## src/rtl/arbitro_mux_rr.sv

```systemverilog
// arbitro_mux_rr: round-robin arbiter driving a shared
// 4:1 registered mux with time-limited grants.
module arbitro_mux_rr #(
  parameter int HOLD_CYCLES = 4
) (
  input  logic       iClk,
  input  logic       iRst_n,
  input  logic [3:0] iReq,
  input  logic [3:0] iData,
  output logic [3:0] oGrant,
  output logic [1:0] oSelector,
  output logic       oSalida,
  output logic       oValid,
  output logic       oBusy
);

  typedef enum logic {
    IDLE  = 1'b0,
    GRANT = 1'b1
  } state_t;

  localparam logic [3:0] CntLoad = 4'(HOLD_CYCLES - 1);

  state_t     state;
  state_t     nState;
  logic [1:0] rPtr;
  logic [1:0] nPtr;
  logic [3:0] counter;
  logic [3:0] nCounter;
  logic [3:0] nGrant;
  logic [1:0] nSelector;
  logic [1:0] win;
  logic [1:0] idx;

  assign oBusy = (state == GRANT);

  // First requester found searching from rPtr upward (mod 4)
  always_comb begin
    win = rPtr;
    idx = '0;
    for (int k = 3; k >= 0; k--) begin
      idx = rPtr + 2'(k);
      if (iReq[idx]) win = idx;
    end
  end

  // Next-state: arbitrate in IDLE, count down or release in GRANT
  always_comb begin
    nState    = state;
    nPtr      = rPtr;
    nCounter  = counter;
    nGrant    = oGrant;
    nSelector = oSelector;
    unique case (state)
      IDLE: begin
        nGrant = '0;
        if (|iReq) begin
          nState    = GRANT;
          nGrant    = 4'b0001 << win;
          nSelector = win;
          nPtr      = win + 2'd1;
          nCounter  = CntLoad;
        end
      end
      GRANT: begin
        if (!iReq[oSelector] || counter == '0) begin
          nState = IDLE;
          nGrant = '0;
        end else begin
          nCounter = counter - 4'd1;
        end
      end
      default: begin
        nState = IDLE;
        nGrant = '0;
      end
    endcase
  end

  // Control state registers
  always_ff @(posedge iClk or negedge iRst_n) begin
    if (!iRst_n) begin
      state     <= IDLE;
      rPtr      <= '0;
      counter   <= '0;
      oGrant    <= '0;
      oSelector <= '0;
    end else begin
      state     <= nState;
      rPtr      <= nPtr;
      counter   <= nCounter;
      oGrant    <= nGrant;
      oSelector <= nSelector;
    end
  end

  // Registered mux output, valid one cycle behind the grant
  always_ff @(posedge iClk or negedge iRst_n) begin
    if (!iRst_n) begin
      oSalida <= 1'b0;
      oValid  <= 1'b0;
    end else begin
      oSalida <= iData[oSelector];
      oValid  <= (state == GRANT);
    end
  end

endmodule

```

## config.mk

```make
export PLATFORM = sky130hd
export DESIGN_NAME = arbitro_mux_rr
export DESIGN_NICKNAME = d
export VERILOG_FILES = /design/src/rtl/arbitro_mux_rr.sv
export SDC_FILE = /design/constraint.sdc
export NUM_CORES = 1
export LEC_CHECK = 0
export BUFFER_PORTS_ARGS = -buffer_cell sky130_fd_sc_hd__buf_4
export CORE_MARGIN = 2
export CORE_UTILIZATION = 29
export DETAILED_ROUTE_END_ITERATION = 6
export GPL_TIMING_DRIVEN = 0
export PLACE_DENSITY_LB_ADDON = 0.12
export SETUP_SLACK_MARGIN = 0.2
export SLEW_MARGIN = 30
export SYNTH_ARGS = -nofsm -noshare
export SYNTH_HDL_FRONTEND = slang
export SYNTH_SLANG_ARGS = --single-unit
```

## constraint.sdc

```tcl
create_clock -name iClk -period 1.66 [get_ports iClk]
set_clock_uncertainty 0.05 [all_clocks]
set_input_delay 0.166 -clock iClk [delete_from_list [all_inputs] [get_ports iClk]]
set_output_delay 0.166 -clock iClk [all_outputs]
set_load 0.02 [all_outputs]
```

==> results by group, run 1 <==
Die
  – CORE AREA: 2455 µm²
  – Chip Width: 54.46 µm
  – I/O pins: 19
  – Num rows: 18
  – Starting Density: 30.07%
  – Die Y: 54.46 µm
  – Die area: 2965 µm²

Routing
  – Routed WL: 1659 µm
  – Vias per cell: 4.925
  – Iteration-0 DRC Markers: 16
  – Routed wire per std cell: 12.38 µm
  – Residual DRC: 0
  – Final ANT Viol Nets: 0
  – Vias: 660
  – TritonRoute pass-1 iters: 4

Pwr
  – Int Power: 1.205 mW
  – Combinational power share: 56.2%
  – Sw Ratio: 39.93%
  – Seq pwr share: 32.8%
  – VDD IR max: 0.7917 mV
  – Power Density: 1852 nW/µm²
  – LEAKAGE: 0.5309 nW
  – Sw power: 0.8015 mW
  – Clk pwr share: 11.0%

GRT
  – Grt total ovfl: 0
  – Largest net degree at the start of global routing: 16
  – Total track usage: 13.67%
  – Antenna violations before repair: 0
  – Vias in the first global route: 642
  – First-pass GRT wire length: 2794 µm

Cells and area
  – N_diodes: 0
  – Layout Nets: 117
  – # fillers: 248
  – Final Util: 44.14%
  – Final std cells w/o fill: 134
  – Share of cells above drive strength 1: 44.23%
  – Layout area overhead: 46.78%
  – Area of the multi-input gates: 387.9 µm²
  – Register area: 377.9 µm²

Placed design
  – PortBufs: 17
  – Cells after DPL: 120
  – Worst slack at placement: -235.1 ps
  – GP Congestion: 0.6714
  – DP Wirelength: 1160 µm

STA
  – Final Hold Fails: 0
  – Final worst setup slack: -18.86 ps
  – Max Freq: 595.6 MHz
  – RSZ-0062 raised after global routing: yes
  – Max transition margin: 55.60%
  – Worst-Margin Slew: 666.0 ps
  – Fin crit share: 101.1%
  – Final Max Slew Viols: 0
  – # setup viols final: 1
  – Min Tclk post-route: 1679 ps
  – Final TNS setup: -18.86 ps

Clock tree
  – TritonCTS Buffers: 3
  – Root buffer cell: clkbuf_4
  – Worst-Skew Late Latency: 290 ps
  – Htree depth: 1
  – TritonCTS clock tree: done
  – CTS Buffer Depth: 2
  – Reg clk slew, reported paths: 90 ps
  – CTS Sinks: 15

Min path
  – Worst Hold Class: in2reg

Yosys
  – Yosys warns: 0
  – Yosys reg bits: 15
  – Syn avg cell area: 10.11 µm²
  – Netlist Area Pre-Place: 738.2 µm²
  – Synthesized Nets: 85
  – Top cells by area, synth: dfrtp_1 (51%), mux4_2 (6.1%), nand2_1 (5.6%)
  – Area leader, netlist: dfrtp_1
  – Synth cell types: 27
  – Cells after Synth: 73
  – Synth top area share: 50.85%
  – Sequential share of the synthesized area: 50.85%

Run
  – Max Cap Violations: 0

Critical path
  – Critical path peak fanout: 6
  – Crit Path Category: reg2reg
  – Critical Path, Cell by Cell: mux4_2, o311a_1, buf_6, or2_1, nor2_1, a31oi_1
  – CP arrival: 1800 ps
  – Setup crit start kind: register
  – CP Capture Type: register
  – Crit-path slowest cell: mux4_2
  – Crit-path max cell delay: 500 ps
  – CP top delay family: multiplexers
  – Crit path buf inv count: 1
  – Worst EP required: 1780 ps

Status
  – Failing checks: negative setup slack
  – Run status: finished, violations left
final timing paths:
kind	startpoint	end	slack (ps)	depth (start not counted)
max reg2reg	oSelector[1]	counter[1]	-20	6
min in group asynchronous	iRst_n	oValid	200	2
min reg2reg	counter[3]	counter[3]	440	1
max	oSelector[1]	counter[1]	-20	6
min	iData[0]	oSalida	150	2
max in group asynchronous	iRst_n	rPtr[1]	1170	2
metal layers:
layer  up-vias  wire length, µm  track usage (%)
met5         -                0                0
met2        17              787            21.89
met1       316              739            16.84
met3         5               91            2.459
li1        322                -                -
met4         0               41            8.750
layout make-up:
type                       count  share of cell area, %
buffer                         2                  1.732
clock buffer                   4                  2.425
inverter                       7                  2.425
multi-input combinational     49                  35.80
sequential                    15                  34.87
tap                           30                  3.464
timing repair buffer          27                  19.28
power by group through the flow:
stage          clock [mW]  combinational (mW)  sequential, mW
6_report            0.220                1.13           0.658
3_3_place_gp            0               0.820           0.667
4_1_cts             0.221                1.03           0.658
5_1_grt             0.239                1.24           0.679
3_5_place_dp            0               0.823           0.672
2_1_floorplan           0               0.427           0.768
synthesized netlist by cell type:
cell type	instances
o21ai_0	3
nor2_1	6
a21o_1	1
nand3_1	3
buf_2	1
nor2b_1	1
nor3_1	1
o311a_1	1
o211ai_1	1
o31ai_1	2
xnor2_1	2
inv_1	7
or2_1	1
a21oi_1	2
a222oi_1	1
o21ai_1	1
o22ai_1	3
and2b_2	1
o21a_1	1
dfrtp_1	15
mux4_2	2
a22o_1	1
nand2_1	11
ha_1	2
a31oi_1	1
buf_4	1
a32o_1	1
metrics by stage:
stage               cell area [µm²]  hold WS [ps]  power [mW]
finish                         1084         147.4       2.007
global route                   1084         146.4       2.158
CTS                            1031         156.4       1.908
detailed placement            910.9        -12.27       1.495
global placement              910.9        -17.47       1.487
floorplan                     745.7        -179.6       1.195
kinds of logic (layout without fill, tap and decap cells):
group | count (synthesis) | after routing | share of synthesized area (%)
muxes | 2 | 2 | 6.101
AOI/OAI and AO/OA | 19 | 19 | 17.80
DFF | 15 | 15 | 50.85
and+or+nand+nor | 24 | 24 | 14.24
buffers and inverters | 9 | 40 | 5.255
xor gates and xnor gates | 2 | 2 | 2.373
adders and majority gates | 2 | 2 | 3.389
timing repair:
| action | in CTS | in global routing |
|---|---|---|
| setup buffers | 8 | 1 |
| endpoints found under the hold margin | 15 | 0 |
| gates resized for setup | 6 | 10 |
| hold buffers | 1 | 0 |
| endpoints found under the setup margin | 12 | 13 |
| pin swaps | 6 | 5 |
state kept, by name (all words and copies together) (netlist names):
signal	cells
counter	4
oGrant	4
oSelector	2
rPtr	2
oBusy	1
oSalida	1
oValid	1
cell usage in the layout (no fill, tap or decap), types with 3 or more instances in the layout:
master	Yosys	routed
buf_4	1	26
dfrtp_1	15	13
nand2_1	11	8
inv_1	7	7
nor2_1	6	6
o21ai_1	1	3
clkbuf_4	0	3
(Power assumes the default switching activity.)
==> inputs of run 2 (changes only) <==
--- a/config.mk
+++ b/config.mk
@@ -5,6 +5,7 @@
 export SDC_FILE = /design/constraint.sdc
 export NUM_CORES = 1
 export LEC_CHECK = 0
+export ABC_AREA = 1
 export BUFFER_PORTS_ARGS = -buffer_cell sky130_fd_sc_hd__buf_4
 export CORE_MARGIN = 2
 export CORE_UTILIZATION = 29
==> run 2 against run 1 <==
Compared with the run above: synthesized cell count up 70%; largest power group unchanged; register-to-register slack better by 120 ps; critical path depth rose by 7; the run now ends clean; critical endpoint is now rPtr[0]; first-iteration DRC count shrank 50%; non-clock buffer count is 1 higher; highest routed layer unchanged; routed wire length grew 23%; cell area increased by 17%; critical path type unchanged; global-route usage shrank 0.15 points; hold slack lost 56 ps.
==> results by group, run 2 <==
Status
  – Run status: complete, no violations

Critical path
  – Worst EP required: 1830 ps
  – Crit-path slowest cell: dfrtp_1
  – Critical Path, Cell by Cell: buf_6, inv_8, nand2_2, nand2_2, nand2_2, nand2_2, nand2_2, nand2_2, nand2_2, nand2_4, nand2_4, buf_4, o21ai_1
  – Critical path peak fanout: 8
  – Crit path from: rPtr[0]
  – Setup crit start kind: register
  – CP Capture Type: register
  – RR Startpoint: rPtr[0]
  – Crit Path Category: reg2reg
  – Critical Path Most Common Cell: nand2_2
  – CP arrival: 1720 ps
  – Crit-path max cell delay: 390 ps

Yosys
  – Synth top area share: 42.61%
  – Commonest cells in the synthesized netlist: nand2_1 (45), inv_1 (16), dfrtp_1 (15), nand3_1 (10), o21ai_0 (7)
  – Yosys warns: 0
  – Yosys reg bits: 15
  – Async SR Flop Fraction: 100.0%
  – Number of synthesized flops with an enable pin: 0
  – Synth cell types: 19
  – Top cells by area, synth: dfrtp_1 (43%), nand2_1 (19%), inv_1 (6.8%)
  – Syn avg cell area: 7.104 µm²
  – Synthesized Nets: 136
  – Cells after Synth: 124
  – Area leader, netlist: dfrtp_1
  – Most common flop cell mapped by yosys: dfrtp_1
  – Sequential share of the synthesized area: 42.61%
  – Netlist Area Pre-Place: 880.8 µm²
  – Cell with the most instances after synthesis: nand2_1

Placed design
  – Cells after DPL: 173
  – PortBufs: 18
  – Worst slack at placement: 101.5 ps
  – GP Congestion: 0.7988
  – Placement Cell Area: 1055 µm²
  – DP Wirelength: 1488 µm

Cells and area
  – Layout Nets: 170
  – Layout area overhead: 44.46%
  – Final std cells w/o fill: 188
  – Largest regs: counter (4), oGrant (4)
  – Final instance area: 1272 µm²
  – Final Util: 44.98%
  – Share of cells above drive strength 1: 47.77%
  – Commonest cells after routing, fill and taps aside: nand2_1 (27), buf_4 (27), nand2_2 (22)
  – N_diodes: 0

Clock tree
  – Htree depth: 1
  – Worst-Skew Late Latency: 290 ps
  – TritonCTS Buffers: 3
  – Root buffer cell: clkbuf_4
  – CTS Sinks: 15
  – Reg clk slew, reported paths: 100 ps
  – TritonCTS clock tree: done
  – CTS Buffer Depth: 2

Pwr
  – LEAKAGE: 0.6948 nW
  – VDD IR max: 0.6532 mV
  – Power Density: 2144 nW/µm²
  – Pwr Total: 2.728 mW

Min path
  – Worst Hold Class: in2reg
  – Min-delay src: iData[0]

GRT
  – Largest net degree at the start of global routing: 16
  – Total track usage: 13.52%
  – Vias in the first global route: 875
  – Antenna violations before repair: 0
  – First-pass GRT wire length: 3615 µm
  – Grt total ovfl: 0

Run
  – Max Cap Violations: 0

Routing
  – Vias: 874
  – Routed wire per std cell: 10.86 µm
  – Iteration-0 DRC Markers: 8
  – Residual DRC: 0
  – Vias per cell: 4.649
  – Final ANT Viol Nets: 0
  – Routed WL: 2042 µm
  – TritonRoute pass-1 iters: 3

STA
  – Final TNS setup: 0 ps
  – Max transition margin: 80.90%
  – # setup viols final: 0
  – Final Hold Fails: 0
  – Final worst setup slack: 105.8 ps
  – Max Freq: 643.4 MHz
  – Min Tclk post-route: 1554 ps
  – Worst-Margin Slew: 285.9 ps
  – Fin crit share: 93.63%
  – Final Max Slew Viols: 0
  – Worst Hold Slack: 91.00 ps
  – RSZ-0062 raised after global routing: yes

Die
  – Die Y: 59.11 µm
  – Die area: 3494 µm²
  – Chip Width: 59.11 µm
  – CORE AREA: 2829 µm²
  – Starting Density: 31.14%
  – Num rows: 19
  – I/O pins: 19
==> run 2: cell count changes after synthesis, moves of 4 or more <==
| cell | before | now |
|---|---|---|
| nand2_1 | 11 | 45 |
| inv_1 | 7 | 16 |
| nand3_1 | 3 | 10 |
| nand2_2 | 0 | 6 |
| o21ai_0 | 3 | 7 |
==> run 2: kinds of logic (layout without fill, tap and decap cells) <==
logic type               after synthesis  count (layout)  synth area share [%]
AND/OR/NAND/NOR                       71              71                 34.37
buffers and inverters                 20              53                 9.944
flip-flops                            15              15                 42.61
AO/OA/AOI/OAI                         14              14                 8.239
adder cells (fa/ha/maj)                2               2                 2.840
XOR/XNOR                               2               2                 1.989
==> run 2: layout make-up <==
class	count	area (µm²)
fillers	299	1556
multi-input cells	89	514.2
flip-flops and latches	15	377.9
repair buffers	29	224.0
inverters	19	78.83
well taps	31	38.79
clock buffers	3	22.52
plain buffers	1	11.26
clock inverters	1	5.005
==> run 2: worst paths after layout <==
| path | endpoint | slack (ps) | cells past startpoint |
|---|---|---|---|
| setup / recovery | rPtr[0] | 110 | 13 |
| hold / removal | oSalida | 90 | 3 |
| setup reg to reg | rPtr[0] | 110 | 13 |
| hold reg to reg | oValid | 400 | 0 |
| max in group asynchronous | rPtr[1] | 1150 | 2 |
| min in group asynchronous | counter[1] | 210 | 2 |
==> run 2: critical path: cells and delay by family (launching register included) <==
family	cells	cell delay (ps)
DFF	1	390
buffers and inverters	3	350
AOI/OAI and AO/OA	1	100
and+or+nand+nor	9	600
==> run 2: metal layers <==
metal | track usage, % | vias to the layer above | routed length [µm]
met4 | 6.169 | 0 | 16
met2 | 21.75 | 7 | 996
met3 | 2.620 | 2 | 48
met5 | 0 | - | 0
met1 | 17.51 | 410 | 981
li1 | - | 455 | -
==> run 2: power breakdown <==
| group | switching, mW | internal (mW) | total, mW |
|---|---|---|---|
| Clock | 0.122 | 0.0894 | 0.212 |
| Combinational | 1.10 | 0.773 | 1.87 |
| Sequential | 0.115 | 0.532 | 0.647 |
| Total | 1.33 | 1.39 | 2.73 |
==> run 2: repair_timing <==
| item | 4_1_cts | 5_1_grt |
|---|---|---|
| setup endpoints to repair | 9 | 12 |
| hold buffers | 1 | 0 |
| buffers inserted | 5 | 5 |
| resized for setup | 16 | 21 |
| pin swaps | 10 | 14 |
| hold endpoints to repair | 15 | 0 |
